===== src/rtl/sb_pkg.sv =====
// Shared sizes and types for the register pending-write scoreboard.
// Latency: n/a (package only); backpressure: n/a.
package sb_pkg;
    localparam int REG_ADDR_W = 5;
    localparam int NUM_REGS   = 32;
    localparam int SB_CNT_W   = 2;

    typedef logic [NUM_REGS-1:0][SB_CNT_W-1:0] cnt_vec_t;
endpackage


===== src/rtl/sb_counter.sv =====
// One register's in-flight write counter with saturation and error flag.
// Latency: count updates on the next clk edge; backpressure: none, every event is applied.
module sb_counter #(
    parameter int CNT_W = 2
) (
    input  logic             clk,
    input  logic             rst,
    input  logic             inc,
    input  logic             dec_wb,
    input  logic             dec_kill,
    output logic [CNT_W-1:0] count,
    output logic             nonzero,
    output logic             err
);
    localparam logic signed [CNT_W+1:0] MAX_CNT = $signed({2'b00, {CNT_W{1'b1}}});

    logic signed [CNT_W+1:0] sum;
    logic        [CNT_W-1:0] count_d;

    // Two extra bits hold both +max overflow and the -2 worst case without wrapping.
    always_comb begin
        sum = $signed({2'b00, count})
            + $signed({{(CNT_W+1){1'b0}}, inc})
            - $signed({{(CNT_W+1){1'b0}}, dec_wb})
            - $signed({{(CNT_W+1){1'b0}}, dec_kill});
        count_d = sum[CNT_W-1:0];
        err     = 1'b0;
        if (sum < 0) begin
            count_d = '0;
            err     = 1'b1;
        end else if (sum > MAX_CNT) begin
            count_d = '1;
            err     = 1'b1;
        end
    end

    always_ff @(posedge clk or negedge rst) begin
        if (!rst) count <= '0;
        else      count <= count_d;
    end

    assign nonzero = |count;
endmodule


===== src/rtl/reg_scoreboard.sv =====
// Per-register pending-write tracker driving the ID-stage freeze.
// Latency: pending/sb_err one cycle after an event, hazard combinational; backpressure: none.
module reg_scoreboard
    import sb_pkg::*;
#(
    parameter int CNT_W     = SB_CNT_W,
    parameter bit WB_BYPASS = 1'b1
) (
    input  logic                  clk,
    input  logic                  rst,
    input  logic                  issue_valid,
    input  logic                  issue_wb_en,
    input  logic [REG_ADDR_W-1:0] issue_dest,
    input  logic                  wb_valid,
    input  logic [REG_ADDR_W-1:0] wb_dest,
    input  logic                  kill_valid,
    input  logic [REG_ADDR_W-1:0] kill_dest,
    input  logic [REG_ADDR_W-1:0] src1_ID,
    input  logic [REG_ADDR_W-1:0] src2_ID,
    input  logic                  is_imm,
    output logic                  hazard_detected,
    output logic [NUM_REGS-1:0]   pending,
    output logic                  sb_err
);
    logic [CNT_W-1:0]    count [NUM_REGS];
    logic [NUM_REGS-1:0] err;

    // r0 is never written, so it has no counter and can never raise an error.
    assign count[0]   = '0;
    assign pending[0] = 1'b0;
    assign err[0]     = 1'b0;

    for (genvar r = 1; r < NUM_REGS; r++) begin : g_cnt
        logic inc, dec_wb, dec_kill;
        assign inc      = issue_valid & issue_wb_en & (issue_dest == REG_ADDR_W'(r));
        assign dec_wb   = wb_valid   & (wb_dest   == REG_ADDR_W'(r));
        assign dec_kill = kill_valid & (kill_dest == REG_ADDR_W'(r));

        sb_counter #(.CNT_W(CNT_W)) u_cnt (
            .clk      (clk),
            .rst      (rst),
            .inc      (inc),
            .dec_wb   (dec_wb),
            .dec_kill (dec_kill),
            .count    (count[r]),
            .nonzero  (pending[r]),
            .err      (err[r])
        );
    end

    // A last outstanding write landing this cycle is already visible through the write-first RF.
    function automatic logic src_hazard(input logic [CNT_W-1:0]      cnt,
                                        input logic [REG_ADDR_W-1:0] src,
                                        input logic                  wv,
                                        input logic [REG_ADDR_W-1:0] wd);
        logic bypass;
        bypass = WB_BYPASS && wv && (wd == src) && (cnt == CNT_W'(1));
        return (src != '0) && (cnt != '0) && !bypass;
    endfunction

    always_comb begin
        hazard_detected = src_hazard(count[src1_ID], src1_ID, wb_valid, wb_dest)
                        | (~is_imm & src_hazard(count[src2_ID], src2_ID, wb_valid, wb_dest));
    end

    always_ff @(posedge clk or negedge rst) begin
        if (!rst)      sb_err <= 1'b0;
        else if (|err) sb_err <= 1'b1;
    end
endmodule


===== config.mk =====
export PLATFORM = sky130hd
export DESIGN_NAME = reg_scoreboard
export DESIGN_NICKNAME = d
export VERILOG_FILES = /design/src/rtl/sb_pkg.sv /design/src/rtl/sb_counter.sv /design/src/rtl/reg_scoreboard.sv
export SDC_FILE = /design/constraint.sdc
export NUM_CORES = 1
export LEC_CHECK = 0
export ABC_AREA = 1
export BUFFER_PORTS_ARGS = -buffer_cell sky130_fd_sc_hd__buf_2
export CORE_MARGIN = 2
export CORE_UTILIZATION = 56
export CTS_CLUSTER_DIAMETER = 40
export CTS_CLUSTER_SIZE = 28
export DETAILED_ROUTE_END_ITERATION = 12
export HOLD_SLACK_MARGIN = 0.06
export PLACE_DENSITY = 0.82
export SYNTH_ARGS = -nofsm -noshare
export SYNTH_HDL_FRONTEND = slang
export SYNTH_SLANG_ARGS = --single-unit

===== constraint.sdc =====
create_clock -name clk -period 1.92 [get_ports clk]
set_clock_uncertainty 0.1 [all_clocks]
set_input_delay 0.384 -clock clk [delete_from_list [all_inputs] [get_ports clk]]
set_output_delay 0.384 -clock clk [all_outputs]
set_load 0.05 [all_outputs]

==> impl_metrics.tcl, run 1 <==
set metrics [dict create \
    status "did not finish" \
    haltStage "global routing" \
    error "[ERROR GRT-0232] Routing congestion too high. Check the congestion heatmap in the GUI." \
    dp.cells 1531 \
    synth_warnings 0 \
    synth_cells 1103 \
    clock-sinks 63 \
    syn_area_per_cell_um2 7.19 \
    ys_seq_area_share_pct 19.9 \
    initial_core_util_pct 57.3 \
    grt-worst-endpoint "sb_err$_DFFE_PN0P_/D" \
    cts_buffer_depth 2 \
    dieHeight_um 123 \
    port_buffers 64 \
    synth_area_mm2 0.00793 \
    synth_edf_count 0 \
    grt_max_degree 64 \
    synth_fp_nets 1290 \
    dp.final_hpwl_mm 22.1 \
    synth_flop_cell "dfrtp_1" \
    numCtsBuffers 9 \
    core.rowCount 43 \
    cts_root_buffer "clkbuf_16" \
    async_flop_share_pct 100 \
    gr-total-overflow 71 \
    io_pins 66 \
    place_congestion 0.983 \
    yosysUniqueCellTypes 28 \
    worst_endpoint_kind "sequential cell input" \
    dpl_worst_slack_ns -1.15 \
    ys_ff_latch 63 \
    grt_use_total_pct 79.6 \
    htree_levels 3 \
    die_w_um 123 \
]
==> what timing repair did <==
item | 4_1_cts
resized for setup | 291
pin swaps | 94
hold buffers | 1
endpoints found under the setup margin | 66
buffers inserted | 34
hold endpoints to repair | 63
==> cell usage after synthesis, types with 2 or more instances <==
cell type	number	area, um^2
nor3b_1	3	22.5
inv_2	2	7.51
nand3_1	67	335
a21oi_1	23	115
buf_2	13	65.1
xnor2_1	7	61.3
o21ai_0	41	205
ha_1	93	1160
nand3b_1	7	52.6
nor4_1	2	12.5
inv_1	192	721
fa_1	62	1240
nor2_2	3	18.8
nor3_1	7	35.0
or2_2	12	75.1
nand4_1	7	43.8
nor2_1	110	413
xor2_1	27	236
o22ai_1	4	25.0
nand2_1	307	1150
o211ai_1	7	52.6
buf_4	33	248
clkbuf_1	7	26.3
dfrtp_1	63	1580
==> metal layers <==
layer	GRT usage, %	GRT overflow
met5	30.6	0
met4	81.1	27
met3	67.8	3
met2	93.2	41
met1	79.0	0
==> per-stage QoR <==
| stage | instance area (um^2) | TNS [ns] |
|---|---|---|
| floorplan | 8260 | -5.58 |
| global placement | 10300 | -29.99 |
| detailed placement | 10300 | -33.89 |
| CTS | 12000 | -6.02 |
==> cell families after synthesis <==
family | share of synthesized area, %
fa+ha+maj | 30.3
compound gates | 5.13
buf+inv | 13.6
flops | 19.9
xor+xnor | 3.76
simple gates | 27.3
other cells | 0.0473
==> inputs of run 2 (changes only) <==
- CORE_UTILIZATION: 56 -> 40
- CTS_CLUSTER_DIAMETER: 40 -> unset
- CTS_CLUSTER_SIZE: 28 -> unset
- HOLD_SLACK_MARGIN: 0.06 -> unset
- PLACE_DENSITY: 0.82 -> unset
- PLACE_DENSITY_LB_ADDON: unset -> 0.15
- clock period: 1.92 -> 2.5 ns (I/O delays scaled with it)
==> run 2 against run 1 <==
  * The flow now finishes, with violations (negative setup slack)
  * Synthesized cell count did not move
  * Synthesized area did not move
==> impl_metrics.tcl, run 2 <==
set metrics [dict create \
    leakage_nw 5.94 \
    p_total_mw 7.25 \
    diodes 0 \
    dr.first_iter.drc_count 595 \
    io_pins 66 \
    r2r_start "g_cnt[5].u_cnt.count[0]" \
    synthXorXnorAreaFrac_pct 3.76 \
    crit_required_ns 2.63 \
    port_buffers 64 \
    avgViaCountPerCell 4.86 \
    routed_wl_mm 27.0 \
    powerDensity_mw_per_mm2 664 \
    clkTransAtPathRegs_ns 0.06 \
    synth_top_family_by_area "adder cells" \
    drtAntennaViolNets 0 \
    synth_simple_gate_area_share_pct 27.3 \
    die_w_um 145 \
    gr-total-overflow 0 \
    ff2ff_path_depth 10 \
    dpl_worst_slack_ns -0.750 \
    final_common_cell "nand2_1" \
    dieArea_mm2 0.0210 \
    numCtsBuffers 9 \
    r2r_slack_ns 0.12 \
    initial_core_util_pct 40.7 \
    synth_warnings 0 \
    cp.arrival_ns 2.84 \
    synth_cells 1103 \
    clock-sinks 63 \
    grt_use_met3_pct 4.21 \
    place_congestion 0.959 \
    syn_area_per_cell_um2 7.19 \
    synth_fp_nets 1290 \
    synth_flop_cell "dfrtp_1" \
    grt-busiest-layer "met2" \
    first_pass_iters 7 \
    htree_levels 3 \
    fmax_ghz 0.369 \
    grtUsageMet1_pct 38.1 \
    path_max_fanout 5 \
    finalWorstSetupSlack_ns -0.213 \
    finalHoldViolations 0 \
    grt_max_degree 29 \
    grt_use_total_pct 27.1 \
    synth_top_area_share_pct 19.9 \
    synth_edf_count 0 \
    cts_root_buffer "clkbuf_16" \
    grt_pass1_vias 7600 \
    ys_ff_latch 63 \
    yosysUniqueCellTypes 28 \
    status "finished, violations left" \
    drive_gt1_share_pct 32.5 \
    cts_buffer_depth 2 \
    slew_violations 0 \
    synth_area_mm2 0.00793 \
    muxShareOfSynthArea_pct 0 \
    top_regs "g_cnt.u_cnt.count x62, sb_err x1" \
    largest-register "g_cnt.u_cnt.count" \
    drv_cap 0 \
    rr_endpoint "sb_err" \
    setup_viol 1 \
    synth-adder-area-share_pct 30.3 \
    path_class "in2reg" \
    clkLatencyLatePin_ns 0.34 \
    grt_antenna_before_repair 0 \
    violations "negative setup slack" \
    rsz0062_at_grt "yes" \
    grt_util_met2_pct 42.9 \
    grt_pass1_wl_mm 41.7 \
    vias 7831 \
    period_minus_slack_ns 2.71 \
    largest_reg_flops 62 \
    holdBufCountCts 0 \
    dp.final_hpwl_mm 22.8 \
    route.detailed.drc 0 \
    synth_common_cells "nand2_1, inv_1, nor2_1" \
    dieHeight_um 145 \
    end_kind "flop" \
    max-vdd-ir-drop_uv 542 \
    finalNetCount 1529 \
    async_flop_share_pct 100 \
    core_area_mm2 0.0195 \
    yosys.area.top_type "dfrtp_1" \
    synth_compound_area_share_pct 5.13 \
    post-route-period-util_pct 109 \
    wl_per_cell_um 16.8 \
    crit_start "issue_wb_en" \
    worst_hold_slack_ns 0.00334 \
    yosysMostFrequentCell "nand2_1" \
    layout_common_cells "nand2_1, buf_4, inv_1" \
    core.rowCount 51 \
    hp-class "in2async" \
    start_kind "input pin" \
    cts_tree "done" \
    synth.area.top_cells "dfrtp_1, fa_1, ha_1, nand2_1, inv_1" \
    ys_seq_area_share_pct 19.9 \
    syn2layout_area_growth_pct 37.8 \
    fin_util_pct 56.1 \
    setup_tns_ns -0.213 \
]
-- run 2: cell counts after synthesis --
Identical to the previous run, type by type.
-- run 2: worst max-delay path by stage --
stage,endpoint,cells past startpoint
floorplan,sb_err,16
global placement,sb_err,16
detailed placement,sb_err,16
CTS,sb_err,16
global route,sb_err,16
finish,sb_err,16
-- run 2: worst max-delay path: stages --
cell,delay [ns]
buf_6,0.09
nand2_8,0.05
nor2_4,0.20
inv_6,0.07
buf_6,0.13
nor2_1,0.11
ha_1,0.25
fa_2,0.35
inv_1,0.09
ha_2,0.19
xnor2_2,0.13
nand3_1,0.13
nor2_2,0.17
nand4_1,0.13
nor2_2,0.16
nand3_1,0.08
-- run 2: final cells by class --
type | instances | area (um^2)
Fill cell | 1887 | 8540
Multi-Input combinational cell | 791 | 5780
Timing Repair Buffer | 281 | 2170
Sequential cell | 63 | 1590
Inverter | 195 | 742
Tap cell | 265 | 332
Clock buffer | 10 | 239
Clock inverter | 6 | 60.1
Timing Repair inverter | 1 | 6.26
-- run 2: report_power, final --
part,switching [mW],internal (mW)
registers,0.463,1.40
clock network,0.531,0.794
logic,2.68,1.38
-- run 2: cells by family after synthesis --
family                   Yosys count
other                              1
buffers and inverters            249
AO/OA/AOI/OAI                     76
AND/OR/NAND/NOR                  525
adder cells (fa/ha/maj)          155
XOR/XNOR                          34
flip-flops                        63
-- run 2: layer usage --
layer | wire length [um] | vias up
met5 | 0 | -
met4 | 715 | 0
met3 | 1800 | 45
met2 | 12200 | 247
met1 | 12300 | 3746
li1 | - | 3793
-- run 2: stage by stage --
stage | cells | area, um^2
2_1_floorplan | 1103 | 7990
3_3_place_gp | 1581 | 9910
3_5_place_dp | 1581 | 9910
4_1_cts | 1605 | 10700
5_1_grt | 1612 | 10900
6_report | 1612 | 10900
-- run 2: what timing repair did --
item / in CTS / in global routing
buffers inserted: 7 / 6
gates resized for setup: 118 / 59
pin swaps: 54 / 12
cloned: 1 / 1
setup endpoints to repair: 2 / 4
No activity file was read; power rests on OpenSTA's default activity.
==> inputs of run 3 (changes only) <==
--- a/config.mk
+++ b/config.mk
@@ -11,2 +11,3 @@
 export CORE_UTILIZATION = 40
+export CTS_CLUSTER_SIZE = 10
 export DETAILED_ROUTE_END_ITERATION = 12
==> constraint.sdc (replaced) <==
create_clock -name clk -period 2.5 [get_ports clk]
set_clock_uncertainty 0.1 [all_clocks]
set_input_delay 0.625 -clock clk [delete_from_list [all_inputs] [get_ports clk]]
set_output_delay 0.625 -clock clk [all_outputs]
set_load 0.05 [all_outputs]
==> run 3 against run 2 <==
  * Worst hold slack gained 0.21 ns
  * Final area grew 2.5%
  * Clock power grew 6%
  * Maximum frequency shrank 3.6%
  * Routed wire length is essentially flat
  * Largest power group unchanged
  * The flow still finishes with violations (negative setup slack)
  * Non-clock buffer count is the same
  * Critical endpoint unchanged
  * Register-to-register slack gained 0.03 ns
==> impl_metrics.tcl, run 3 (synthesis gave the netlist of run 2 again) <==
set metrics [dict create \
    worstPathCellList "clkbuf_4, inv_1, nor2_4, buf_4, nand2_1, nor2_1, ha_1, fa_1, inv_1, ha_1, xor2_1, a21oi_1, nand3_1, nor3_4, nand3_1" \
    drv_cap 0 \
    initial_core_util_pct 40.7 \
    place_area_mm2 0.00994 \
    core_area_mm2 0.0195 \
    dp.final_hpwl_mm 22.2 \
    setup_tns_ns -0.416 \
    rsz0062_at_grt "yes" \
    layout_common_cells "nand2_1, buf_4, inv_1" \
    diodes 0 \
    path_class "in2reg" \
    htree_levels 3 \
    critPathTopFamily "simple AND/OR/NAND/NOR gates" \
    finalWorstSetupSlack_ns -0.313 \
    fmax_ghz 0.355 \
    holdBufCountCts 0 \
    path_max_fanout 5 \
    final_common_cell "nand2_1" \
    cp.arrival_ns 2.94 \
    clkTransAtPathRegs_ns 0.06 \
    place_congestion 0.977 \
    hp-class "in2async" \
    drive_gt1_share_pct 33.9 \
    violations "negative setup slack" \
    core.rowCount 51 \
    slew_violations 0 \
    largest-register "g_cnt.u_cnt.count" \
    port_buffers 64 \
    status "finished, violations left" \
    setup_viol 2 \
    tightest_slew_ns 0.655 \
    top_regs "g_cnt.u_cnt.count x62, sb_err x1" \
    leakage_nw 6.03 \
    grt_pass1_vias 7672 \
    cts_root_buffer "clkbuf_16" \
    start_kind "input pin" \
    end_kind "flop" \
    finalNetCount 1529 \
    grt_pass1_wl_mm 42.3 \
    wl_per_cell_um 16.8 \
    max-vdd-ir-drop_uv 570 \
    numCtsBuffers 9 \
    clkLatencyLatePin_ns 0.34 \
    routed_wl_mm 27.0 \
    crit_required_ns 2.63 \
    fillers 1840 \
    vias 7864 \
    avgViaCountPerCell 4.88 \
    grt_max_degree 25 \
    dr.first_iter.drc_count 469 \
    dieHeight_um 145 \
    drtAntennaViolNets 0 \
    post-route-period-util_pct 113 \
    gr-total-overflow 0 \
    io_pins 66 \
    powerDensity_mw_per_mm2 657 \
    route.detailed.drc 0 \
    cp_slowest_cell "fa_1" \
    grt_use_total_pct 27.3 \
    die_w_um 145 \
    cp_num_buf_inv 4 \
    max_stage_delay_ns 0.39 \
    relSlewSlack_pct 56.3 \
    grt_antenna_before_repair 0 \
    syn2layout_area_growth_pct 41.3 \
    cts_buffer_depth 2 \
    first_pass_iters 5 \
    clock-sinks 63 \
    dieArea_mm2 0.0210 \
    finalHoldViolations 0 \
    cts_tree "done" \
    period_minus_slack_ns 2.81 \
    r2r_slack_ns 0.15 \
    largest_reg_flops 62 \
    final_design_area_no_fill_mm2 0.0112 \
]
[run 3: cell type report]
type	count	area, um^2	share of cell area [%]
timing repair buffer	281	2280	20.3
timing repair inverter	1	7.51	0.0670
clock buffer	10	239	2.13
clock inverter	6	83.8	0.749
inverter	195	764	6.83
multi-input combinational	791	5920	52.8
sequential	63	1580	14.1
tap	265	332	2.96
[run 3: stage by stage]
stage | hold slack (ns) | power, mW | setup slack (ns) | cells | util [%]
after floorplan | 0.229 | 4.59 | -0.227 | 1103 | -
after global placement | 0.497 | 5.62 | -0.876 | 1582 | 51.1
after detailed placement | 0.502 | 5.66 | -0.934 | 1582 | 51.1
after CTS | 0.219 | 7.27 | -0.285 | 1611 | 55.9
after global routing | 0.251 | 7.87 | -0.420 | 1612 | 57.5
final | 0.210 | 7.36 | -0.313 | 1612 | 57.5
[run 3: path summary, 6_finish.rpt]
check | startpoint | cells past startpoint | end
worst max-delay path | issue_dest[2] | 15 | sb_err
max in group asynchronous | rst | 2 | g_cnt[25].u_cnt.count[1]
worst max register to register | g_cnt[16].u_cnt.count[0] | 8 | sb_err
min in group clk | g_cnt[11].u_cnt.count[1] | 1 | g_cnt[11].u_cnt.count[1]
worst min-delay path | rst | 1 | g_cnt[2].u_cnt.count[0]
worst min register to register | g_cnt[11].u_cnt.count[1] | 1 | g_cnt[11].u_cnt.count[1]
[run 3: per-layer routing]
layer	track usage [%]	vias up	share of wire [%]
li1	-	3798	-
met1	38.5	3760	45
met2	43.7	251	46
met3	3.16	55	5.4
met4	9.35	0	2.9
met5	0	-	0
[run 3: where the power goes]
| part | internal, mW | leakage, nW | switching (mW) |
|---|---|---|---|
| Sequential | 1.39 | 0.793 | 0.502 |
| Clock | 0.896 | 0.162 | 0.502 |
| Combinational | 1.36 | 5.08 | 2.70 |
| Total | 3.65 | 6.03 | 3.70 |
[run 3: repair_timing]
item	in CTS	in global routing
hold endpoints to repair	0	0
cloned	6	0
gates resized for setup	125	87
setup buffers	10	2
endpoints found under the setup margin	15	37
pin swaps	57	44
==> inputs of run 4 (changes only) <==
- clock period: 2.5 -> 3.5 ns (I/O delays scaled with it)
==> run 4 against run 3 <==
  * The flow now finishes without violations
  * Global-route usage shrank 2.4 points
  * First-iteration DRC count is 0.43% lower
  * Via count down 10%
  * Largest power group unchanged
==> impl_metrics.tcl, run 4 (synthesis gave the netlist of run 2 again) <==
set metrics [dict create \
    p_int_mw 2.29 \
    crit_top_cell "nand2_1" \
    holdBufCountCts 0 \
    critPathTopFamily "buffers and inverters" \
    htree_levels 3 \
    cts_tree "done" \
    grt_pass1_wl_mm 38.3 \
    grt_use_total_pct 25.0 \
    io_pins 66 \
    cp.arrival_ns 2.34 \
    finalNetCount 1384 \
    start_kind "input pin" \
    place_congestion 0.928 \
    largest-register "g_cnt.u_cnt.count" \
    numCtsBuffers 9 \
    powerDensity_mw_per_mm2 521 \
    status "completed" \
    route.detailed.drc 0 \
    p_total_mw 4.75 \
    clkLatencyLatePin_ns 0.35 \
    cp_slowest_cell "buf_2" \
    core_area_mm2 0.0195 \
    r2r_start "g_cnt[9].u_cnt.count[0]" \
    p_sw_mw 2.46 \
    setup_viol 0 \
    top_regs "g_cnt.u_cnt.count x62, sb_err x1" \
    fmax_ghz 0.302 \
    first_pass_iters 5 \
    combPwrFrac_pct 51.3 \
    avgViaCountPerCell 4.82 \
    period_minus_slack_ns 3.32 \
    vias 7059 \
    swShare_pct 51.8 \
    dr.first_iter.drc_count 467 \
    cts_buffer_depth 2 \
    drtAntennaViolNets 0 \
    drv_cap 0 \
    clkTransAtPathRegs_ns 0.06 \
    rsz0062_at_grt "no" \
    dieHeight_um 145 \
    grt_max_degree 32 \
    pwr-share-seq_pct 29.1 \
    cp_num_buf_inv 4 \
    setup_tns_ns 0 \
    max-vdd-ir-drop_uv 324 \
    p_clk_share_pct 19.6 \
    grt_antenna_before_repair 0 \
    finalHoldViolations 0 \
    max_stage_delay_ns 0.25 \
    core.rowCount 51 \
    end_kind "primary output" \
    clock-sinks 63 \
    relSlewSlack_pct 64.9 \
    dieArea_mm2 0.0210 \
    grt_pass1_vias 6863 \
    port_buffers 64 \
    path_max_fanout 15 \
    routed_wl_mm 24.4 \
    ff2ff_path_depth 11 \
    dp.final_hpwl_mm 20.8 \
    post-route-period-util_pct 94.7 \
    path_class "in2out" \
    slew_violations 0 \
    gr-total-overflow 0 \
    tightest_slew_ns 0.525 \
    syn2layout_area_growth_pct 15.1 \
    drive_gt1_share_pct 14.2 \
    r2r_slack_ns 0.96 \
    crit_required_ns 2.52 \
    layout_common_cells "nand2_1, inv_1, nor2_1" \
    rr_endpoint "sb_err" \
    diodes 0 \
    worst_hold_slack_ns 0.296 \
    wl_per_cell_um 16.7 \
    final_common_cell "nand2_1" \
    fin_util_pct 46.9 \
    leakage_nw 5.15 \
    cts_root_buffer "clkbuf_16" \
    worstPathCellList "buf_2, inv_2, buf_12, nand2_1, nand2_1, nand2_1, nand3_1, nand3_1, nand2_1, nand2_1, nand2_1, nand2_1, nand2_1, nand2_1, nand2_1, buf_2" \
    hp-class "in2async" \
    initial_core_util_pct 40.7 \
    largest_reg_flops 62 \
    die_w_um 145 \
]
## run 4: changes by cell type in the layout (fill, tap and decap cells not counted), moves of 16 or more
cell     before  now
inv_1       173  191
fa_2         16    0
buf_4       198   70
nand3_2      17    0
nor2_1       80  110
nor2_2       22    2
nand3_1      50   67
fa_1         46   62
## run 4: final cells by class
cell class                 count  area (um^2)
clock buffer                  11          253
clock inverter                 4         45.0
fill                        2011        10300
inverter                     195          732
multi-input combinational    791         5280
sequential                    63         1580
tap                          265          332
timing repair buffer         137          906
## run 4: power by group through the flow
stage	sequential [mW]	clock, mW	combinational, mW
after CTS	1.38	0.957	2.45
final	1.38	0.930	2.44
after global routing	1.43	0.981	2.73
after detailed placement	1.39	0	2.44
after floorplan	1.20	0	2.07
after global placement	1.39	0	2.43
## run 4: stage by stage
stage                     cell area, um^2  cells  setup WS (ns)
final                                9120   1466          0.184
after global routing                 9120   1466         0.0114
after CTS                            9120   1466         0.0931
after detailed placement             8820   1451         -0.119
after global placement               8820   1451        -0.0813
after floorplan                      7930   1103          0.341
## run 4: worst max path at each step
stage / startpoint / to / depth (start not counted)
after floorplan: issue_valid / sb_err / 16
after global placement: issue_valid / sb_err / 16
after detailed placement: issue_valid / sb_err / 16
after CTS: src1_ID[0] / hazard_detected / 14
after global routing: issue_dest[1] / sb_err / 16
final: src2_ID[0] / hazard_detected / 16
## run 4: per-layer routing
metal | up-vias | global-route usage [%] | wire length (um) | share of wire (%)
met5 | - | 0 | 0 | 0
met4 | 0 | 8.23 | 511 | 2.1
met3 | 29 | 3.52 | 1600 | 6.6
met2 | 219 | 37.4 | 10500 | 43
met1 | 3314 | 37.0 | 11800 | 48
li1 | 3497 | - | - | -
## run 4: what timing repair did
item | 4_1_cts | 5_1_grt
gates resized for setup | 0 | 2
buffers inserted | 0 | 0
setup endpoints to repair | 0 | 2
